==> config.mk <==
export PLATFORM = sky130hd
export DESIGN_NAME = system_qsys_sysid_mm_flat
export DESIGN_NICKNAME = d
export VERILOG_FILES = /design/src/rtl/sysid_pkg.sv /design/src/rtl/system_qsys_sysid_mm_if.sv /design/src/rtl/sysid_uptime.sv /design/src/rtl/system_qsys_sysid_mm.sv /design/src/flat_wrapper.sv
export SDC_FILE = /design/constraint.sdc
export NUM_CORES = 1
export LEC_CHECK = 0
export CAP_MARGIN = 20
export CORE_MARGIN = 5
export CORE_UTILIZATION = 46
export DETAILED_ROUTE_END_ITERATION = 16
export GPL_TIMING_DRIVEN = 0
export PLACE_DENSITY = 0.87
export SLEW_MARGIN = 20
export SYNTH_ARGS = -nofsm -noshare
export SYNTH_HDL_FRONTEND = slang
export SYNTH_SLANG_ARGS = --single-unit
==> constraint.sdc <==
create_clock -name clock -period 2.7 [get_ports clock]
set_input_delay 0.54 -clock clock [delete_from_list [all_inputs] [get_ports clock]]
set_output_delay 0.54 -clock clock [all_outputs]
set_load 0.02 [all_outputs]
==> src/rtl/sysid_pkg.sv <==
// sysid_pkg -- shared constants and types for the system ID / uptime slave.
//   Word-address map, CTRL bit indices, data width and NUM_USER bound,
//   plus the request struct the top level uses to bundle one bus beat.
package sysid_pkg;

  localparam int DATA_W   = 32;
  localparam int ADDR_W   = 4;
  localparam int MAX_USER = 8;

  typedef logic [ADDR_W-1:0] addr_t;

  localparam addr_t ADDR_ID        = 4'd0;
  localparam addr_t ADDR_TIMESTAMP = 4'd1;
  localparam addr_t ADDR_SCRATCH   = 4'd2;
  localparam addr_t ADDR_CTRL      = 4'd3;
  localparam addr_t ADDR_UPTIME_LO = 4'd4;
  localparam addr_t ADDR_UPTIME_HI = 4'd5;
  localparam addr_t ADDR_USER0     = 4'd6;

  localparam int CTRL_CLEAR  = 0;
  localparam int CTRL_FREEZE = 1;

  // One bus beat as seen by the slave in a single cycle.
  typedef struct packed {
    logic              rd;
    logic              wr;
    addr_t             addr;
    logic [DATA_W-1:0] wdata;
  } sysid_req_t;

endpackage

==> src/rtl/system_qsys_sysid_mm_if.sv <==
// system_qsys_sysid_mm_if -- Avalon-MM word bus between a master and the
// sysid slave.
//   address[3:0], read, write, writedata[31:0] : master -> slave
//   readdata[31:0], readdatavalid               : slave -> master
interface system_qsys_sysid_mm_if;

  logic [3:0]  address;
  logic        read;
  logic        write;
  logic [31:0] writedata;
  logic [31:0] readdata;
  logic        readdatavalid;

  modport master (
    output address, read, write, writedata,
    input  readdata, readdatavalid
  );

  modport slave (
    input  address, read, write, writedata,
    output readdata, readdatavalid
  );

endinterface

==> src/rtl/sysid_uptime.sv <==
// sysid_uptime -- 64-bit free-running uptime counter with CLEAR/FREEZE
// control and a high-word snapshot taken on every UPTIME_LO read.
// Only built when SYSID_UPTIME_EN is defined.
//   clock, reset   : rising-edge clock, synchronous active-high reset
//   ctrl_we        : CTRL word write this cycle
//   ctrl_clear     : writedata CLEAR bit (pulse, never stored)
//   ctrl_freeze    : writedata FREEZE bit (stored)
//   lo_rd          : UPTIME_LO read this cycle -> latch high word
//   ctrl_rd        : CTRL read view (CLEAR always reads 0)
//   up_lo          : live low word
//   snap_hi        : snapshot of the high word
`ifdef SYSID_UPTIME_EN
module sysid_uptime
  import sysid_pkg::*;
(
  input  logic              clock,
  input  logic              reset,
  input  logic              ctrl_we,
  input  logic              ctrl_clear,
  input  logic              ctrl_freeze,
  input  logic              lo_rd,
  output logic [DATA_W-1:0] ctrl_rd,
  output logic [DATA_W-1:0] up_lo,
  output logic [DATA_W-1:0] snap_hi
);

  logic [63:0]       cnt_q;
  logic              freeze_q;
  logic [DATA_W-1:0] snap_q;

  always_ff @(posedge clock) begin
    if (reset) begin
      cnt_q    <= '0;
      freeze_q <= 1'b0;
      snap_q   <= '0;
    end else begin
      // Snapshot pairs with the low word returned by the same read.
      if (lo_rd) snap_q <= cnt_q[63:32];
      if (ctrl_we) freeze_q <= ctrl_freeze;
      // CLEAR beats both FREEZE and increment; FREEZE acts from the
      // cycle after it is written.
      if (ctrl_we && ctrl_clear) cnt_q <= '0;
      else if (!freeze_q)        cnt_q <= cnt_q + 64'd1;
    end
  end

  always_comb begin
    ctrl_rd              = '0;
    ctrl_rd[CTRL_FREEZE] = freeze_q;
  end

  assign up_lo   = cnt_q[31:0];
  assign snap_hi = snap_q;

endmodule
`endif

==> src/rtl/system_qsys_sysid_mm.sv <==
// system_qsys_sysid_mm -- Avalon-MM system ID slave.
//   Word map: 0 ID, 1 TIMESTAMP, 2 SCRATCH (RW), 3 CTRL (RW), 4 UPTIME_LO,
//   5 UPTIME_HI (snapshot), 6..5+NUM_USER user_id words; all else reads 0.
//   Fixed read latency of one cycle; readdata holds between responses.
//   Optional feature macro: SYSID_UPTIME_EN builds the uptime counter and
//   words 3..5; without it those addresses behave as unmapped.
// Ports:
//   clock, reset : rising-edge clock, synchronous active-high reset
//   bus          : system_qsys_sysid_mm_if.slave
//   user_id      : NUM_USER static words, word k at [32k+31:32k]
// NUM_USER must lie in 1..MAX_USER so the user words fit the 4-bit map.
module system_qsys_sysid_mm
  import sysid_pkg::*;
#(
  parameter logic [DATA_W-1:0] ID_VALUE  = 32'h5CA2_6A29,
  parameter logic [DATA_W-1:0] TIMESTAMP = 32'h0,
  parameter int                NUM_USER  = 2
) (
  input  logic                             clock,
  input  logic                             reset,
  system_qsys_sysid_mm_if.slave            bus,
  input  logic [NUM_USER-1:0][DATA_W-1:0]  user_id
);

  localparam int STAGES = 0;

  sysid_req_t        req;
  logic [DATA_W-1:0] scratch_q;
  logic [DATA_W-1:0] rdata_q;
  logic [DATA_W-1:0] rd_mux;
  logic [STAGES:0]   vld_pipe;

  assign req = '{rd: bus.read, wr: bus.write, addr: bus.address,
                 wdata: bus.writedata};

`ifdef SYSID_UPTIME_EN
  logic [DATA_W-1:0] ctrl_rd, up_lo, snap_hi;

  sysid_uptime u_up (
    .clock       (clock),
    .reset       (reset),
    .ctrl_we     (req.wr && req.addr == ADDR_CTRL),
    .ctrl_clear  (req.wdata[CTRL_CLEAR]),
    .ctrl_freeze (req.wdata[CTRL_FREEZE]),
    .lo_rd       (req.rd && req.addr == ADDR_UPTIME_LO),
    .ctrl_rd     (ctrl_rd),
    .up_lo       (up_lo),
    .snap_hi     (snap_hi)
  );
`endif

  // Read mux sees pre-edge state, so a same-cycle write is not visible.
  always_comb begin
    rd_mux = '0;
    case (req.addr)
      ADDR_ID:        rd_mux = ID_VALUE;
      ADDR_TIMESTAMP: rd_mux = TIMESTAMP;
      ADDR_SCRATCH:   rd_mux = scratch_q;
`ifdef SYSID_UPTIME_EN
      ADDR_CTRL:      rd_mux = ctrl_rd;
      ADDR_UPTIME_LO: rd_mux = up_lo;
      ADDR_UPTIME_HI: rd_mux = snap_hi;
`endif
      default: begin
        for (int k = 0; k < NUM_USER; k++)
          if (req.addr == 4'(ADDR_USER0 + k)) rd_mux = user_id[k];
      end
    endcase
  end

  always_ff @(posedge clock) begin
    if (reset) begin
      scratch_q <= '0;
      rdata_q   <= '0;
      vld_pipe  <= '0;
    end else begin
      if (req.wr && req.addr == ADDR_SCRATCH) scratch_q <= req.wdata;
      if (req.rd) rdata_q <= rd_mux;
      vld_pipe[0] <= req.rd;
      for (int i = 1; i <= STAGES; i++) vld_pipe[i] <= vld_pipe[i-1];
    end
  end

  assign bus.readdata = rdata_q;
  // A reset arriving while a response is on the bus drops it immediately.
  assign bus.readdatavalid = vld_pipe[STAGES] & ~reset;

endmodule

==> src/flat_wrapper.sv <==
// flat-port wrapper written by rule: the top's interface ports become plain ports
module system_qsys_sysid_mm_flat import sysid_pkg::*;
#(
  parameter logic [DATA_W-1:0] ID_VALUE  = 32'h5CA2_6A29,
  parameter logic [DATA_W-1:0] TIMESTAMP = 32'h0,
  parameter int                NUM_USER  = 2
)
  (clock, reset, user_id, bus_address, bus_read, bus_write, bus_writedata, bus_readdata, bus_readdatavalid);
  system_qsys_sysid_mm_if bus_i ();
  input  logic clock;
  input  logic reset;
  input  logic [NUM_USER-1:0][DATA_W-1:0] user_id;
  input wire logic [$bits(bus_i.address)-1:0] bus_address;
  input wire logic [$bits(bus_i.read)-1:0] bus_read;
  input wire logic [$bits(bus_i.write)-1:0] bus_write;
  input wire logic [$bits(bus_i.writedata)-1:0] bus_writedata;
  output wire logic [$bits(bus_i.readdata)-1:0] bus_readdata;
  output wire logic [$bits(bus_i.readdatavalid)-1:0] bus_readdatavalid;
  assign bus_i.address = bus_address;
  assign bus_i.read = bus_read;
  assign bus_i.write = bus_write;
  assign bus_i.writedata = bus_writedata;
  assign bus_readdata = bus_i.readdata;
  assign bus_readdatavalid = bus_i.readdatavalid;
  system_qsys_sysid_mm #(.ID_VALUE(ID_VALUE), .TIMESTAMP(TIMESTAMP), .NUM_USER(NUM_USER)) u_core (.clock(clock), .reset(reset), .bus(bus_i), .user_id(user_id));
endmodule
### Yosys cells after proc, flatten, opt, wreduce, memory -nomap -nowiden

Index checks and enable logic that the tools add are counted.

* flip-flop bits (word level): 65
* output and inout bits: 33

* mux-type cells: 3
* bitwise operators: 2
* reduce and logical (&&, ||, !) cells: 2
* equal/unequal tests: 4

Operators with widths (count)
* case mux 32 bit (3 select lines): 1
* 2-to-1 mux 32 bit: 2
* == test 4 x 3 -> 1 bit, second input constant: 2
* == test 4 x 1 -> 1 bit, second input constant: 1
* == test 4 x 2 -> 1 bit, second input constant: 1
* zero test 4 bit: 1
* bitwise AND 1 bit: 1
* logical AND 1 bit: 1
* inverter 1 bit: 1

### Depth between registers and ports, before layout

* word-level depth: 4
* depth in mapped cells: 6

### Worst setup path after synthesis

No wires, ideal clock.

* kind: input to register
* start point: in bus_address[0]
* end point: reg u_core.scratch_q[21]
* required time: 2.568 ns
* stages: 5
* arrival: 1.586 ns
* setup slack: 0.982 ns
* library setup time: 0.132 ns
* path through: buf_6 > or4b_4 > clkbuf_1 > o21ai_0 > a21oi_1

* word-level cells in the longest chain between the ends: 2

Ends and longest elaborated chain
* start, declared: RTL line flat_wrapper.sv:13 `input wire logic [$bits(bus_i.address)-1:0] bus_address;`
* == test 4 x 2 -> 1 bit: RTL line system_qsys_sysid_mm.sv:77 `if (req.wr && req.addr == ADDR_SCRATCH) scratch_q <= req.wdata;`
* logical AND 1 bit: RTL line system_qsys_sysid_mm.sv:77
* end signal, assigned: RTL line system_qsys_sysid_mm.sv:77
* end, declared: RTL line system_qsys_sysid_mm.sv:28 `logic [DATA_W-1:0] scratch_q;`

Every way passes these cells.
A chain may end at the register's enable or synchronous reset.

### Worst setup path in the final report

* start point: in reset
* end point: out bus_readdatavalid

* word-level cells in the longest chain between the ends: 2

Ends and longest elaborated chain
* start, declared: RTL line flat_wrapper.sv:11 `input logic reset;`
* inverter 1 bit: RTL line system_qsys_sysid_mm.sv:86 `assign bus.readdatavalid = vld_pipe[STAGES] & ~reset;`
* bitwise AND 1 bit: RTL line system_qsys_sysid_mm.sv:86
* end, declared: RTL line flat_wrapper.sv:18 `output wire logic [$bits(bus_i.readdatavalid)-1:0] bus_readdatavalid;`

Every way passes these cells.

==> results.yml <==
layout:
  nNetsFinal: 637
  drive_gt1_frac: 0.08550
  num_antenna_cells: 0
  layout_common_cells: "clkdlybuf4s50_1, dfxtp_1, nor2_1, nand3_1, a21oi_1"
  syn_to_final_growth_pct: 50.67
  final_cell_count_no_fill: 634
  fillCellCount: 568
  mostFrequentLayoutCell: "clkdlybuf4s50_1"
sta:
  rsz0062_at_grt: "no"
  min_period_ns: 2.091
  post-route-period-util: 0.7745
  whs_ns: 0.4743
  finalWorstSetupSlack_ns: 0.6089
  fin_tns_setup_ns: 0
  drv_slew: 0
  setup_viol: 0
  slew-limit-headroom: 0.5420
  skew_ns: 0.01004
  max_freq_ghz: 0.4782
  finalHoldViolations: 0
  tightest_slew_ns: 0.6870
cts:
  cts_root_buffer: "clkbuf_8"
  cts.clk_slew.worst_paths_ns: 0.07
  cts_setup_buffers: 0
  cts_buffer_depth: 2
  hold_buffers: 0
  cts_buffers: 9
  cts_tree: "built"
  cts.sinks: 65
  htree_num_levels: 3
  clock_latency_ns: 0.35
  postCtsResizedCells: 0
placed_design:
  dp_slack_ns: 0.3389
  gp_congestion: 0.8392
  io_buffers: 132
  dp_hpwl_um: 8480
  placedCellCount: 618
power_and_ir_drop:
  seqPwrFrac: 0.432
  p_per_area_nw_per_um2: 477.5
  clkPwrFrac: 0.371
  p_sw_mw: 0.5948
  p_leak_nw: 1.730
  comb_power_share: 0.197
  finalPower_mw: 2.341
  peakVddDrop_mv: 0.4463
  p_int_mw: 1.747
  switching_share: 0.2540
global_route:
  grt_pass1_vias: 3523
  grt_max_degree: 11
  grt_pass1_wl_um: 17110
  antenna_found_initial: 0
  grt_overflow: 0
  grt_util_all_layers: 0.2494
floorplan:
  fp.dieArea_um2: 8857
  coreArea_um2: 6832
  pin_count: 137
  start_util: 0.4764
  die_y_um: 94.11
  rows: 30
  die_w_um: 94.11
synth:
  synth_cell_types: 31
  netlist_area_um2: 3254
  syn_avg_cell_area_um2: 8.345
  yosysTopAreaCellShare: 0.3998
  yosysSeqAreaShare: 0.3998
  synth.net_count: 494
  ys_ff_latch: 65
  synth.top_cells.by_area: "dfxtp_1, a21oi_1, nand3_1, mux2i_1, o21ai_0"
  synth_top_area_cell: "dfxtp_1"
  synthCells: 390
  yosysWarnings: 0
run_status:
  status: "complete, no violations"
run:
  drv_cap: 0
detailed_routing:
  drtIter0Drc: 291
  vias: 3540
  drc: 0
  dr.pass1.iters: 4
  via_per_inst: 5.584
  wl_per_cell_um: 17.67
  drt-total-wl_um: 11200
  antenna_left: 0
worst_hold_path:
  worstHoldPathCells: 2
  hp-class: "reg -> reg"
worst_setup_path:
  cp-end-kind: "primary output"
  critPathKind: "in -> out"
  path_max_fanout: 10
  cp.required_ns: 2.16
  r2r_cells: 3
  path_buf_inv: 2
  crit_cells: 3
  critical_path.cell_chain: "clkbuf_1, nor2b_1, clkdlybuf4s50_1"
  cp_slowest_stage_delay_ns: 0.55
  start_kind: "primary input"
  critical_path.top_delay_family: "buffers and inverters"
  crit_arrival_ns: 1.55
  cpMaxStageDelayCell: "clkdlybuf4s50_1"
[sequential cells by signal, indices dropped and copies added, names as in the netlist]
name and count:
u_core.bus.readdata 32, u_core.scratch_q 32, u_core.vld_pipe 1
[cell type report]
type,instances,area [µm²],share of cell area
plain buffers,44,201.4,0.04108
clock buffers,14,172.7,0.03521
clock inverters,2,35.03,0.007145
inverters,1,3.754,0.0007655
multi-input cells,280,1748,0.3565
flip-flops and latches,65,1301,0.2654
well taps,96,120.1,0.02450
repair buffers,132,1321,0.2695
[power groups by stage]
stage	Sequential, mW	Combinational (mW)	Clock [mW]
final	1.01	0.462	0.868
after global routing	1.01	0.490	0.921
after CTS	1.01	0.459	0.869
after detailed placement	1.03	0.455	0
after global placement	1.03	0.446	0
after floorplan	1.06	0.173	0
[worst min-delay path: cells and delay by family (launching register included)]
family           cells  cell delay [ns]
flip-flops           1             0.31
AND/OR/NAND/NOR      2             0.12
[cell usage after synthesis (all sizes together)]
library cell  count
mux2i            15
or4b              1
dfxtp            65
nand3b            1
a21oi            32
nor3             14
nor2b            16
nor2             32
and3             17
nor4b             1
a2bb2oi           1
o221a            14
o21ai            49
nand2            17
a211oi            1
buf              16
nand3            32
a311oi           17
and2b             1
nor3b            17
or3               1
inv               1
and4bb            1
clkbuf           28
[through the flow]
step | util | area, µm²
floorplan | - | 3254
global placement | 0.6874 | 4696
detailed placement | 0.6874 | 4696
CTS | 0.7178 | 4903
global route | 0.7178 | 4903
finish | 0.7178 | 4903
[final timing paths]
path / startpoint / end / slack, ns
setup reg to reg: u_core.scratch_q[20]$_SDFFE_PP0P_ / u_core.bus.readdata[20]$_SDFFE_PP0P_ / 1.57
hold reg to reg: u_core.bus.readdata[26]$_SDFFE_PP0P_ / u_core.bus.readdata[26]$_SDFFE_PP0P_ / 0.47
hold / removal: u_core.bus.readdata[26]$_SDFFE_PP0P_ / u_core.bus.readdata[26]$_SDFFE_PP0P_ / 0.47
setup / recovery: reset / bus_readdatavalid / 0.61
[logic make-up (layout without fill, tap and decap cells)]
kind of cell / Yosys count / in the layout / synth area share
mux: 15 / 15 / 0.04613
compound gates: 114 / 114 / 0.2238
flops: 65 / 65 / 0.3998
simple gates: 151 / 151 / 0.2672
buf+inv: 45 / 193 / 0.06305
[metal layers]
metal  vias up  share of wire  routed length, µm  global-route usage
met3        31          0.058                654             0.04728
met5         -              0                  0                   0
met2       150           0.50               5658              0.4382
li1       1700              -                  -                   -
met4         0          0.031                351              0.1312
met1      1659           0.41               4540              0.2838
No activity file was read; power rests on OpenSTA's default activity.
